--- config.mk ---
export PLATFORM = sky130hd
export DESIGN_NAME = clint_trap_ctrl
export DESIGN_NICKNAME = d
export VERILOG_FILES = /design/src/rtl/clint_trap_ctrl.sv
export SDC_FILE = /design/constraint.sdc
export NUM_CORES = 1
export LEC_CHECK = 0
export CELL_PAD_IN_SITES_DETAIL_PLACEMENT = 0
export CELL_PAD_IN_SITES_GLOBAL_PLACEMENT = 1
export CORE_AREA = 2 2 98 100
export DETAILED_ROUTE_END_ITERATION = 8
export DIE_AREA = 0 0 100 102
export DONT_BUFFER_PORTS = 1
export HOLD_SLACK_MARGIN = 0.05
export PLACE_DENSITY = 0.7
export SLEW_MARGIN = 20
export SYNTH_ARGS = -nofsm -noshare
export SYNTH_HDL_FRONTEND = slang
export SYNTH_SLANG_ARGS = --single-unit
--- constraint.sdc ---
create_clock -name clk -period 1.8 [get_ports clk]
set_input_delay 0.27 -clock clk [delete_from_list [all_inputs] [get_ports clk]]
set_output_delay 0.27 -clock clk [all_outputs]
set_load 0.005 [all_outputs]
--- src/rtl/clint_trap_ctrl.sv ---
// -----------------------------------------------------------------------------
// clint_trap_ctrl
// Trap sequencer on the CLINT side of the CSR file. Accepts ECALL, MRET and
// machine timer/external interrupts. For traps it writes MEPC, MCAUSE and
// MSTATUS through the CLINT write port. For MRET it writes MSTATUS only. It
// then redirects fetch to the trap handler (traps) or back to MEPC (MRET).
// The pipeline is stalled for the whole sequence.
//
// Optional feature macro: CLINT_VECTORED_EN
//   When defined, interrupts use vectored entry whenever mtvec[1:0] == 2'b01.
//   When undefined, every trap goes to the direct base address.
//
// Ports:
//   clk, rst            clock (rising edge), asynchronous active-high reset
//   ecall_ex, mret_ex   ECALL / MRET instruction valid in EX
//   pc_ex, pc_next_ex   EX PC (MEPC for ECALL) / next PC (MEPC for interrupts)
//   irq_timer, irq_ext  machine timer / external interrupt levels
//   csr_we_ex           EX-stage CSR write; takes priority at the CSR file
//   clint_csr_*         current mstatus / mepc / mtvec values
//   interrupt_enable    mstatus.MIE
//   we_clint, wa_clint, wd_clint   CSR write port (enable / address / data)
//   stall, flush        pipeline freeze / one-cycle IF-ID-EX kill
//   pc_redirect         one-cycle PC load strobe
//   redirect_pc         PC load value (RESET_PC while idle)
//   busy                sequencer is not in IDLE
// -----------------------------------------------------------------------------
module clint_trap_ctrl #(
  parameter logic [31:0] RESET_PC = 32'h0000_0000
) (
  input  logic        clk,
  input  logic        rst,
  input  logic        ecall_ex,
  input  logic        mret_ex,
  input  logic [31:0] pc_ex,
  input  logic [31:0] pc_next_ex,
  input  logic        irq_timer,
  input  logic        irq_ext,
  input  logic        csr_we_ex,
  input  logic [31:0] clint_csr_mstatus,
  input  logic [31:0] clint_csr_mepc,
  input  logic [31:0] clint_csr_mtvec,
  input  logic        interrupt_enable,
  output logic        we_clint,
  output logic [11:0] wa_clint,
  output logic [31:0] wd_clint,
  output logic        stall,
  output logic        flush,
  output logic        pc_redirect,
  output logic [31:0] redirect_pc,
  output logic        busy
);

  // CSR addresses shared with the CSR file
  localparam logic [11:0] CSR_MSTATUS = 12'h300;
  localparam logic [11:0] CSR_MEPC    = 12'h341;
  localparam logic [11:0] CSR_MCAUSE  = 12'h342;

  localparam logic [31:0] CAUSE_ECALL = 32'h0000_000B;
  localparam logic [31:0] CAUSE_EXT   = 32'h8000_000B;
  localparam logic [31:0] CAUSE_TIMER = 32'h8000_0007;

  typedef enum logic [2:0] {
    S_IDLE      = 3'd0,
    S_W_MEPC    = 3'd1,
    S_W_MCAUSE  = 3'd2,
    S_W_MSTATUS = 3'd3,
    S_M_MSTATUS = 3'd4,
    S_REDIRECT  = 3'd5
  } state_e;

  state_e      state_q, state_d;
  logic [31:0] save_pc_q, save_pc_d;
  logic [31:0] cause_q, cause_d;
  logic        mret_q, mret_d;
  logic        accept;

  logic [31:0] mstatus_trap;
  logic [31:0] mstatus_mret;
  logic [31:0] trap_base;
  logic [31:0] trap_target;

  // mstatus images for trap entry and MRET
  always_comb begin
    mstatus_trap        = clint_csr_mstatus;
    mstatus_trap[7]     = clint_csr_mstatus[3];
    mstatus_trap[3]     = 1'b0;
    mstatus_trap[12:11] = 2'b11;

    mstatus_mret        = clint_csr_mstatus;
    mstatus_mret[3]     = clint_csr_mstatus[7];
    mstatus_mret[7]     = 1'b1;
    mstatus_mret[12:11] = 2'b11;
  end

  assign trap_base = {clint_csr_mtvec[31:2], 2'b00};

`ifdef CLINT_VECTORED_EN
  // Vectored entry applies to interrupts only (cause MSB set)
  always_comb begin
    trap_target = trap_base;
    if (cause_q[31] && (clint_csr_mtvec[1:0] == 2'b01)) begin
      trap_target = trap_base + (32'(cause_q[30:0]) << 2);
    end
  end
`else
  // Direct mode: the mode bits of mtvec carry no meaning here
  logic unused_mtvec_mode;
  assign unused_mtvec_mode = ^clint_csr_mtvec[1:0];
  assign trap_target       = trap_base;
`endif

  // State and event context registers
  always_ff @(posedge clk or posedge rst) begin
    if (rst) begin
      state_q   <= S_IDLE;
      save_pc_q <= 32'h0;
      cause_q   <= 32'h0;
      mret_q    <= 1'b0;
    end else begin
      state_q   <= state_d;
      save_pc_q <= save_pc_d;
      cause_q   <= cause_d;
      mret_q    <= mret_d;
    end
  end

  // Next-state and output decode
  always_comb begin
    state_d     = state_q;
    save_pc_d   = save_pc_q;
    cause_d     = cause_q;
    mret_d      = mret_q;
    accept      = 1'b0;
    we_clint    = 1'b0;
    wa_clint    = 12'h0;
    wd_clint    = 32'h0;
    pc_redirect = 1'b0;
    redirect_pc = RESET_PC;

    unique case (state_q)
      S_IDLE: begin
        // Gated by rst so flush/stall stay low while reset is held
        if (!rst) begin
          if (ecall_ex) begin
            accept    = 1'b1;
            save_pc_d = pc_ex;
            cause_d   = CAUSE_ECALL;
            mret_d    = 1'b0;
            state_d   = S_W_MEPC;
          end else if (mret_ex) begin
            accept  = 1'b1;
            mret_d  = 1'b1;
            state_d = S_M_MSTATUS;
          end else if (interrupt_enable && irq_ext) begin
            accept    = 1'b1;
            save_pc_d = pc_next_ex;
            cause_d   = CAUSE_EXT;
            mret_d    = 1'b0;
            state_d   = S_W_MEPC;
          end else if (interrupt_enable && irq_timer) begin
            accept    = 1'b1;
            save_pc_d = pc_next_ex;
            cause_d   = CAUSE_TIMER;
            mret_d    = 1'b0;
            state_d   = S_W_MEPC;
          end
        end
      end
      S_W_MEPC: begin
        we_clint = 1'b1;
        wa_clint = CSR_MEPC;
        wd_clint = save_pc_q;
        if (!csr_we_ex) state_d = S_W_MCAUSE;
      end
      S_W_MCAUSE: begin
        we_clint = 1'b1;
        wa_clint = CSR_MCAUSE;
        wd_clint = cause_q;
        if (!csr_we_ex) state_d = S_W_MSTATUS;
      end
      S_W_MSTATUS: begin
        we_clint = 1'b1;
        wa_clint = CSR_MSTATUS;
        wd_clint = mstatus_trap;
        if (!csr_we_ex) state_d = S_REDIRECT;
      end
      S_M_MSTATUS: begin
        we_clint = 1'b1;
        wa_clint = CSR_MSTATUS;
        wd_clint = mstatus_mret;
        if (!csr_we_ex) state_d = S_REDIRECT;
      end
      S_REDIRECT: begin
        pc_redirect = 1'b1;
        redirect_pc = mret_q ? clint_csr_mepc : trap_target;
        state_d     = S_IDLE;
      end
      default: state_d = S_IDLE;
    endcase
  end

  assign busy  = (state_q != S_IDLE);
  assign flush = accept;
  assign stall = busy | accept;

endmodule
==> flow_metrics.tcl, run 1 <==
set metrics [dict create \
    status "finished, violations left" \
    violations "negative setup slack" \
    drc 0 \
    synthFlopType "dfrtp_1" \
    grt_max_degree 42 \
    final_cell_area_sq_um 3815 \
    initial_core_util 0.3459 \
    drive_above_1_share 0.4215 \
    net-switching-power_mw 2.291 \
    clk_path_buf_depth 2 \
    peakVddDrop_mv 0.6518 \
    arrival_ps 1600 \
    diodes 0 \
    cts.sink_count 40 \
    syn_area_per_cell_sq_um 10.72 \
    area_growth_pct 21.09 \
    tightest_slew_ps 525.9 \
    grt_pass1_wl_mm 13.18 \
    root_buffer "clkbuf_8" \
    die_height_um 102 \
    crit_required_ps 1530 \
    power.density_nw_per_um2 1585 \
    crit_path_cell_trace "buf_4 > buf_6 > nand2b_4 > nor2_4 > clkbuf_16 > a22o_1" \
    reg2reg_slack_ps -10 \
    cpPeakStageDelay_ps 390 \
    final_cell_mix "mux2_2, dfrtp_1, nor2_1, mux2i_1, buf_4" \
    finClkSkew_ps 11.44 \
    fin_crit_sh 1.037 \
    hold_violations 0 \
    setup_viol 47 \
    drv_cap 0 \
    synth.yosys.seq_area_share 0.3177 \
    wl_met1_mm 3.705 \
    final_nets 492 \
    port_buffers 0 \
    crit_type "reg -> out" \
    path_max_fanout 14 \
    power.share.clock 0.099 \
    dpl_worst_slack_ps 70.30 \
    topRoutingLayerUsed "met4" \
    critPathSlowestCell "dfrtp_1" \
    design.core.area_sq_um 9109 \
    syn-cell-area_sq_um 3151 \
    hp-class "in -> reg" \
    end_kind "primary output" \
    cts-buffers-inserted 5 \
    netlist_instances 294 \
    comb_power_share 0.628 \
    place_congestion 0.8067 \
    num_rows 35 \
    placed_cells 409 \
    leakage_nw 1.652 \
    fmax_ghz 0.5360 \
    placed_area_sq_um 3364 \
    async_reset_ff_frac 1.000 \
    wl_met3_um 949 \
    grt_antenna_before_repair 0 \
    dp_hpwl_mm 7.047 \
    max_slew_margin 0.6494 \
    final_common_cell "mux2_2" \
    yosysUniqueCellTypes 45 \
    drtAntennaViolNets 0 \
    ys_warn_count 0 \
    dieArea_sq_um 10200 \
    sw_frac_of_total 0.3789 \
    synth-seq-cells 40 \
    drt-initial-drc-count 63 \
    grt_usage 0.1710 \
    cts_tree "built" \
    io-pin-count 249 \
    clkTransAtPathRegs_ps 90 \
    synth_edf_count 0 \
    grt_pass1_vias 2441 \
    firstDrtPassIters 5 \
    drv_slew 0 \
    wl_per_cell_um 23.05 \
    die_x_um 100 \
    vias 2449 \
    pwr-share-seq 0.272 \
    routed_wl_mm 10.05 \
    overflow 0 \
    cp-start-kind "register" \
    rsz0062_at_grt "true" \
    viasPerCell 5.617 \
    htreeDepth 2 \
    dr_wl_met2_mm 5.326 \
    finalWorstSetupSlack_ps -65.72 \
    insertion_delay_ps 290 \
    internal_power_mw 3.756 \
    instances_no_fill 436 \
    layout_min_cycle_time_ps 1866 \
    power.total_mw 6.047 \
]
[critical path: cells and delay by family (launching register included)]
family | cells | cell delay (ps)
AND/OR/NAND/NOR | 2 | 300
flip-flops | 1 | 390
AO/OA/AOI/OAI | 1 | 160
buffers and inverters | 3 | 460
[flip-flops by register name (all words and copies together) (netlist names)]
name and count:
save_pc_q 32, state_q 3, cause_q 4, mret_q 1
[cell usage after synthesis, types with 2 or more instances]
| library cell | number | area, sq um |
|---|---|---|
| buf_2 | 5 | 25.02 |
| mux2_2 | 41 | 461.7 |
| clkbuf_1 | 10 | 37.54 |
| buf_1 | 2 | 7.510 |
| o21bai_1 | 2 | 15.01 |
| nand2b_1 | 3 | 18.77 |
| xnor2_1 | 3 | 26.28 |
| mux2_4 | 20 | 300.3 |
| o31ai_1 | 2 | 15.01 |
| buf_4 | 10 | 75.07 |
| a22oi_1 | 4 | 30.03 |
| nand3_1 | 2 | 10.01 |
| a22o_1 | 25 | 219.0 |
| buf_6 | 2 | 22.52 |
| nand2_1 | 7 | 26.28 |
| o21ai_0 | 5 | 25.02 |
| dfrtp_1 | 40 | 1001 |
| buf_12 | 2 | 40.04 |
| or2_2 | 3 | 18.77 |
| a21o_1 | 2 | 15.01 |
| mux2_1 | 7 | 78.83 |
| nor3_1 | 2 | 10.01 |
| and3_1 | 2 | 12.51 |
| inv_1 | 6 | 22.52 |
| a21oi_1 | 4 | 20.02 |
| mux2i_1 | 31 | 310.3 |
| nor2_1 | 32 | 120.1 |
| nor2b_1 | 3 | 18.77 |
[per-stage QoR]
step | utilization | hold slack, ps | setup TNS, ps
finish | 0.4188 | 73.53 | -1567
global route | 0.4188 | 59.56 | -7737
global placement | 0.3694 | 326.2 | 0
CTS | 0.4032 | 55.08 | -3085
floorplan | - | 433.3 | 0
detailed placement | 0.3694 | 334.8 | 0
[power by group through the flow]
stage	combinational [mW]	clock (mW)	sequential (mW)
final	3.80	0.601	1.65
after global routing	4.09	0.659	1.71
after detailed placement	3.15	0	1.65
after floorplan	2.48	0	1.52
after global placement	3.10	0	1.65
after CTS	3.69	0.623	1.65
[per-layer routing]
metal | GRT usage | vias up
met5 | 0 | -
met2 | 0.3332 | 159
met3 | 0.05062 | 5
met1 | 0.1834 | 1173
li1 | - | 1112
met4 | 0.03477 | 0
[logic make-up (layout without fill, tap and decap cells)]
family	Yosys count	after routing	share of synthesized area
mux	99	99	0.3654
simple gates	61	61	0.09969
compound gates	52	52	0.1299
flops	40	40	0.3177
buf+inv	38	63	0.07784
xor+xnor	3	3	0.008341
other cells	1	7	0.001190
[worst paths after layout]
check / startpoint / endpoint / cells past startpoint
max: state_q[0] / wd_clint[23] / 6
min: ecall_ex / cause_q[31] / 1
max reg2reg: state_q[1] / save_pc_q[26] / 5
min reg2reg: save_pc_q[31] / save_pc_q[31] / 1
max in group asynchronous: rst / state_q[1] / 3
min in group asynchronous: rst / mret_q / 3
[repair_timing]
item                                    4_1_cts  5_1_grt
gates resized for setup                      23       14
cloned                                        2        6
pin swaps                                    21        9
hold endpoints to repair                     40        0
hold buffers                                  1        0
buffers inserted                             10        3
endpoints found under the setup margin       64       91
[cell type report]
| type | instances | area, sq um |
|---|---|---|
| Clock inverter | 3 | 18.77 |
| Timing Repair Buffer | 49 | 550.5 |
| Clock buffer | 5 | 68.82 |
| Fill cell | 877 | 5294 |
| Sequential cell | 40 | 1003 |
| Multi-Input combinational cell | 222 | 2012 |
| Tap cell | 111 | 138.9 |
| Inverter | 6 | 22.52 |
No activity file was read; power rests on OpenSTA's default activity.
==> run 2, diff against run 1 <==
--- a/config.mk
+++ b/config.mk
@@ -13,6 +13,7 @@
 export DONT_BUFFER_PORTS = 1
 export HOLD_SLACK_MARGIN = 0.05
 export PLACE_DENSITY = 0.7
+export SKIP_LAST_GASP = 1
 export SLEW_MARGIN = 20
 export SYNTH_ARGS = -nofsm -noshare
 export SYNTH_HDL_FRONTEND = slang
==> flow_metrics.tcl, run 2 (same netlist as run 1, synthesis figures left out) <==
set metrics [dict create \
    drtAntennaViolNets 0 \
    max_slew_margin 0.6490 \
    drv_cap 0 \
    leakage_nw 1.657 \
    io-pin-count 249 \
    root_buffer "clkbuf_8" \
    viasPerCell 5.602 \
    hp-class "in -> reg" \
    diodes 0 \
    power.density_nw_per_um2 1583 \
    tightest_slew_ps 526.6 \
    routed_wl_mm 10.05 \
    die_height_um 102 \
    grt_pass1_vias 2429 \
    power.total_mw 6.053 \
    setup_tns_ps -1591 \
    instances_no_fill 437 \
    cp-start-kind "register" \
    final_nets 493 \
    multi_input_area_sq_um 2012 \
    drt-initial-drc-count 45 \
    reg_top3 "save_pc_q (32), cause_q (4), state_q (3)" \
    cts-buffers-inserted 5 \
    arrival_ps 1600 \
    final_common_cell "mux2_2" \
    htreeDepth 2 \
    design.core.area_sq_um 9109 \
    rsz0062_at_grt "true" \
    finalWorstSetupSlack_ps -69.53 \
    fin_crit_sh 1.039 \
    clkTransAtPathRegs_ps 90 \
    peakVddDrop_mv 0.6524 \
    cpPeakStageDelay_ps 390 \
    placed_area_sq_um 3364 \
    port_buffers 0 \
    largest_register "save_pc_q" \
    area_growth_pct 21.33 \
    vias 2448 \
    initial_core_util 0.3459 \
    setup_viol 39 \
    drv_slew 0 \
    grt_pass1_wl_mm 13.14 \
    dieArea_sq_um 10200 \
    cts_tree "built" \
    grt_antenna_before_repair 0 \
    violations "negative setup slack" \
    drc 0 \
    path_max_fanout 14 \
    final_cell_area_sq_um 3822 \
    grt_max_degree 42 \
    largest_reg_flops 32 \
    grt_usage 0.1707 \
    dp_hpwl_mm 7.047 \
    cts.sink_count 40 \
    layout_min_cycle_time_ps 1870 \
    status "finished, violations left" \
    fillers 875 \
    final_cell_mix "mux2_2, dfrtp_1, nor2_1, buf_4, mux2i_1" \
    crit_type "reg -> out" \
    ff_latch_area_sq_um 1003 \
    fin_util 0.4196 \
    num_rows 35 \
    overflow 0 \
    wl_per_cell_um 22.99 \
    critPathSlowestCell "dfrtp_1" \
    insertion_delay_ps 290 \
    hold_violations 0 \
    fmax_ghz 0.5349 \
    timing.hold.ws_ps 71.42 \
    drive_above_1_share 0.4233 \
    place_congestion 0.8067 \
    end_kind "primary output" \
    crit_required_ps 1530 \
    finClkSkew_ps 11.71 \
    placed_cells 409 \
    firstDrtPassIters 5 \
    die_x_um 100 \
    dpl_worst_slack_ps 70.30 \
    clk_path_buf_depth 2 \
    crit_path_cell_trace "buf_4 > buf_6 > nand2b_4 > nor2_4 > clkbuf_16 > a22o_1" \
]
==> run 2: worst max-delay path: cells and delay by family, from the launching register on <==
kind                   cells  cell delay (ps)
buffers and inverters      3              460
DFF                        1              390
and+or+nand+nor            2              300
AOI/OAI and AO/OA          1              160
==> run 2: repair_timing <==
action,CTS,global route
gates cloned,2,6
pin swaps,19,9
resized for setup,22,15
hold buffers,1,0
buffers inserted,10,4
hold endpoints to repair,40,0
setup endpoints to repair,64,98
==> run 2: path summary, 6_finish.rpt <==
path / end / slack, ps / from / cells after the start
setup / recovery: wd_clint[23] / -70 / state_q[0] / 6
setup reg to reg: save_pc_q[26] / 0 / state_q[1] / 5
hold / removal: cause_q[31] / 70 / ecall_ex / 1
min in group asynchronous: mret_q / 590 / rst / 3
max in group asynchronous: state_q[1] / 790 / rst / 3
hold reg to reg: save_pc_q[31] / 490 / save_pc_q[31] / 1
==> run 2: cell type report <==
type	instances	area share
Tap cell	111	0.03633
Timing Repair Buffer	50	0.1460
Inverter	6	0.005892
Sequential cell	40	0.2625
Clock inverter	3	0.004910
Multi-Input combinational cell	222	0.5263
Clock buffer	5	0.01800
==> run 2: where the power goes <==
group          internal [mW]  switching (mW)  leakage, nW  total [mW]
combinational           2.15            1.65         1.14        3.80
sequential              1.34           0.305        0.472        1.65
clock                  0.271           0.332       0.0479       0.603
==> run 2: per-layer routing <==
metal / up-vias / part of all wire / GRT usage
met5: - / 0 / 0
met4: 0 / 0.0066 / 0.03477
met3: 5 / 0.092 / 0.05062
met2: 151 / 0.53 / 0.3321
met1: 1177 / 0.37 / 0.1834
li1: 1115 / - / -
==> run 3, diff against run 2 <==
--- a/config.mk
+++ b/config.mk
@@ -5,14 +5,16 @@
 export SDC_FILE = /design/constraint.sdc
 export NUM_CORES = 1
 export LEC_CHECK = 0
+export ABC_AREA = 1
 export CELL_PAD_IN_SITES_DETAIL_PLACEMENT = 0
 export CELL_PAD_IN_SITES_GLOBAL_PLACEMENT = 1
 export CORE_AREA = 2 2 98 100
+export CTS_BUF_LIST = sky130_fd_sc_hd__clkbuf_8
 export DETAILED_ROUTE_END_ITERATION = 8
 export DIE_AREA = 0 0 100 102
 export DONT_BUFFER_PORTS = 1
 export HOLD_SLACK_MARGIN = 0.05
-export PLACE_DENSITY = 0.7
+export PLACE_DENSITY = 0.76
 export SKIP_LAST_GASP = 1
 export SLEW_MARGIN = 20
 export SYNTH_ARGS = -nofsm -noshare
==> flow_metrics.tcl, run 3 <==
set metrics [dict create \
    end_kind "primary output" \
    syn_area_per_cell_sq_um 6.218 \
    r2r_cells 9 \
    drc 0 \
    insertion_delay_ps 290 \
    reg2reg_slack_ps 110 \
    synth_edf_count 0 \
    status "complete, no violations" \
    reg_top3 "save_pc_q (32), cause_q (4), state_q (3)" \
    synth_common_cells "nand2_1, inv_1, dfrtp_1" \
    dpl_worst_slack_ps 106.5 \
    yosys.area.top_type "dfrtp_1" \
    hold_end "save_pc_q[29]" \
    regToRegStartpoint "state_q[1]" \
    firstDrtPassIters 4 \
    synth_top_area_frac 0.3226 \
    crit_path_cell_trace "nor2_1 > nand2_2 > inv_2 > nand2_1 > o211ai_1" \
    grt_max_degree 37 \
    min_delay_path_depth 4 \
    critPathSlowestCell "dfrtp_2" \
    layout_min_cycle_time_ps 1768 \
    synth.top_cells.by_area "dfrtp_1, nand2_1, o21ai_2" \
    async_reset_ff_frac 1.000 \
    routed_wl_mm 9.914 \
    grt_antenna_before_repair 0 \
    synth-seq-cells 40 \
    drv_cap 0 \
    path_max_fanout 6 \
    drv_slew 0 \
    port_buffers 0 \
    arrival_ps 1500 \
    die_x_um 100 \
    placed_cells 591 \
    die_height_um 102 \
    min_from "pc_next_ex[29]" \
    crit_required_ps 1530 \
    fin_crit_sh 0.9825 \
    design.core.area_sq_um 9109 \
    regToRegEndpoint "save_pc_q[19]" \
    ys_warn_count 0 \
    power.density_nw_per_um2 1499 \
    drive_above_1_share 0.2371 \
    grt_pass1_vias 2585 \
    finalWorstSetupSlack_ps 31.51 \
    yosysUniqueCellTypes 27 \
    dp_hpwl_mm 6.908 \
    cp-start-kind "register" \
    syn-cell-area_sq_um 3103 \
    overflow 0 \
    cts_tree "built" \
    synthFlopType "dfrtp_1" \
    yosysMostFrequentCell "nand2_1" \
    rsz0062_at_grt "true" \
    cts-buffers-inserted 5 \
    dieArea_sq_um 10200 \
    peakVddDrop_mv 0.5321 \
    leakage_nw 1.750 \
    fmax_ghz 0.5655 \
    synth.yosys.seq_area_share 0.3226 \
    hp-class "in -> reg" \
    final_nets 670 \
    drt-initial-drc-count 86 \
    grt_usage 0.1621 \
    initial_core_util 0.3407 \
    vias 3149 \
    io-pin-count 249 \
    diodes 0 \
    final_cell_mix "nand2_1, inv_1, dfrtp_1, o21ai_2, a21oi_2" \
    crit_type "reg -> out" \
    largest_register "save_pc_q" \
    cpPeakStageDelay_ps 450 \
    instances_no_fill 613 \
    grt_pass1_wl_mm 12.79 \
    wl_per_cell_um 16.17 \
    num_rows 35 \
    htreeDepth 2 \
    viasPerCell 5.137 \
    cts.sink_count 40 \
    area_growth_pct 18.06 \
    finClkSkew_ps 8.487 \
    place_congestion 0.8044 \
    largest_reg_flops 32 \
    final_common_cell "nand2_1" \
    clkTransAtPathRegs_ps 80 \
    clk_path_buf_depth 2 \
    root_buffer "clkbuf_8" \
    setup_viol 0 \
    hold_violations 0 \
    netlist_instances 499 \
    drtAntennaViolNets 0 \
]
run 3: changes by cell type in the layout (fill, tap and decap cells not counted), moves of 22 or more:
cell | before | now
a21oi_2 | 0 | 28
mux2_2 | 41 | 0
inv_1 | 5 | 45
nand2_1 | 7 | 238
a22o_1 | 22 | 0
nor2_1 | 32 | 6
o21ai_2 | 0 | 30
o21ai_0 | 0 | 22
mux2i_1 | 31 | 0
run 3: area by class of cell:
type / count / area, sq um
multi-input combinational: 376 / 1891
inverter: 50 / 193.9
timing repair buffer: 29 / 354.1
tap: 111 / 138.9
clock inverter: 2 / 12.51
sequential: 40 / 1005
clock buffer: 5 / 68.82
fill: 939 / 5445
run 3: logic make-up (layout without fill, tap and decap cells):
logic type | Yosys count | in the layout | synth area share
AND/OR/NAND/NOR | 268 | 268 | 0.3411
AO/OA/AOI/OAI | 101 | 101 | 0.2008
buffers and inverters | 89 | 86 | 0.1343
flip-flops | 40 | 40 | 0.3226
other | 1 | 7 | 0.001209
run 3: power breakdown:
group | switching, mW | leakage (nW) | internal, mW
Sequential | 0.148 | 0.484 | 1.32
Combinational | 2.18 | 1.23 | 1.25
Clock | 0.324 | 0.0400 | 0.263
run 3: critical path, delay by kind of cell, from the launching register on:
kind	cells	cell delay [ps]
buffers and inverters	1	160
AND/OR/NAND/NOR	3	450
flip-flops	1	450
AO/OA/AOI/OAI	1	150
run 3: timing repair:
action	CTS	global route
setup endpoints to repair	64	75
resized for setup	21	46
hold buffers	1	0
pin swaps	0	2
setup buffers	1	9
hold endpoints to repair	5	0
cloned	0	4
run 3: metal layers:
layer	part of all wire	global-route usage	wire length, um	up-vias
met5	0	0	0	-
met4	0.016	0.04531	163	0
met3	0.077	0.03762	765	11
met2	0.50	0.2931	4999	171
met1	0.40	0.1936	3986	1426
li1	-	-	-	1541
run 3: how the worst max path moves through the flow:
stage | slack [ps] | end | from
global placement | 160 | save_pc_q[29] | state_q[1]
detailed placement | 110 | save_pc_q[19] | state_q[1]
floorplan | 80 | cause_q[1] | rst
global route | -60 | wd_clint[1] | state_q[2]
CTS | -10 | redirect_pc[5] | state_q[0]
finish | 30 | wd_clint[0] | state_q[2]
run 3: through the flow:
step	instance area, sq um	setup TNS [ps]	utilization	hold WS (ps)	total power, mW
finish	3664	0	0.4022	189.8	5.492
global route	3664	-1336	0.4022	180.7	5.961
detailed placement	3207	0	0.3521	95.75	4.253
CTS	3369	-134.2	0.3699	178.0	4.964
floorplan	3129	0	-	269.9	3.613
global placement	3207	0	0.3521	94.70	4.184
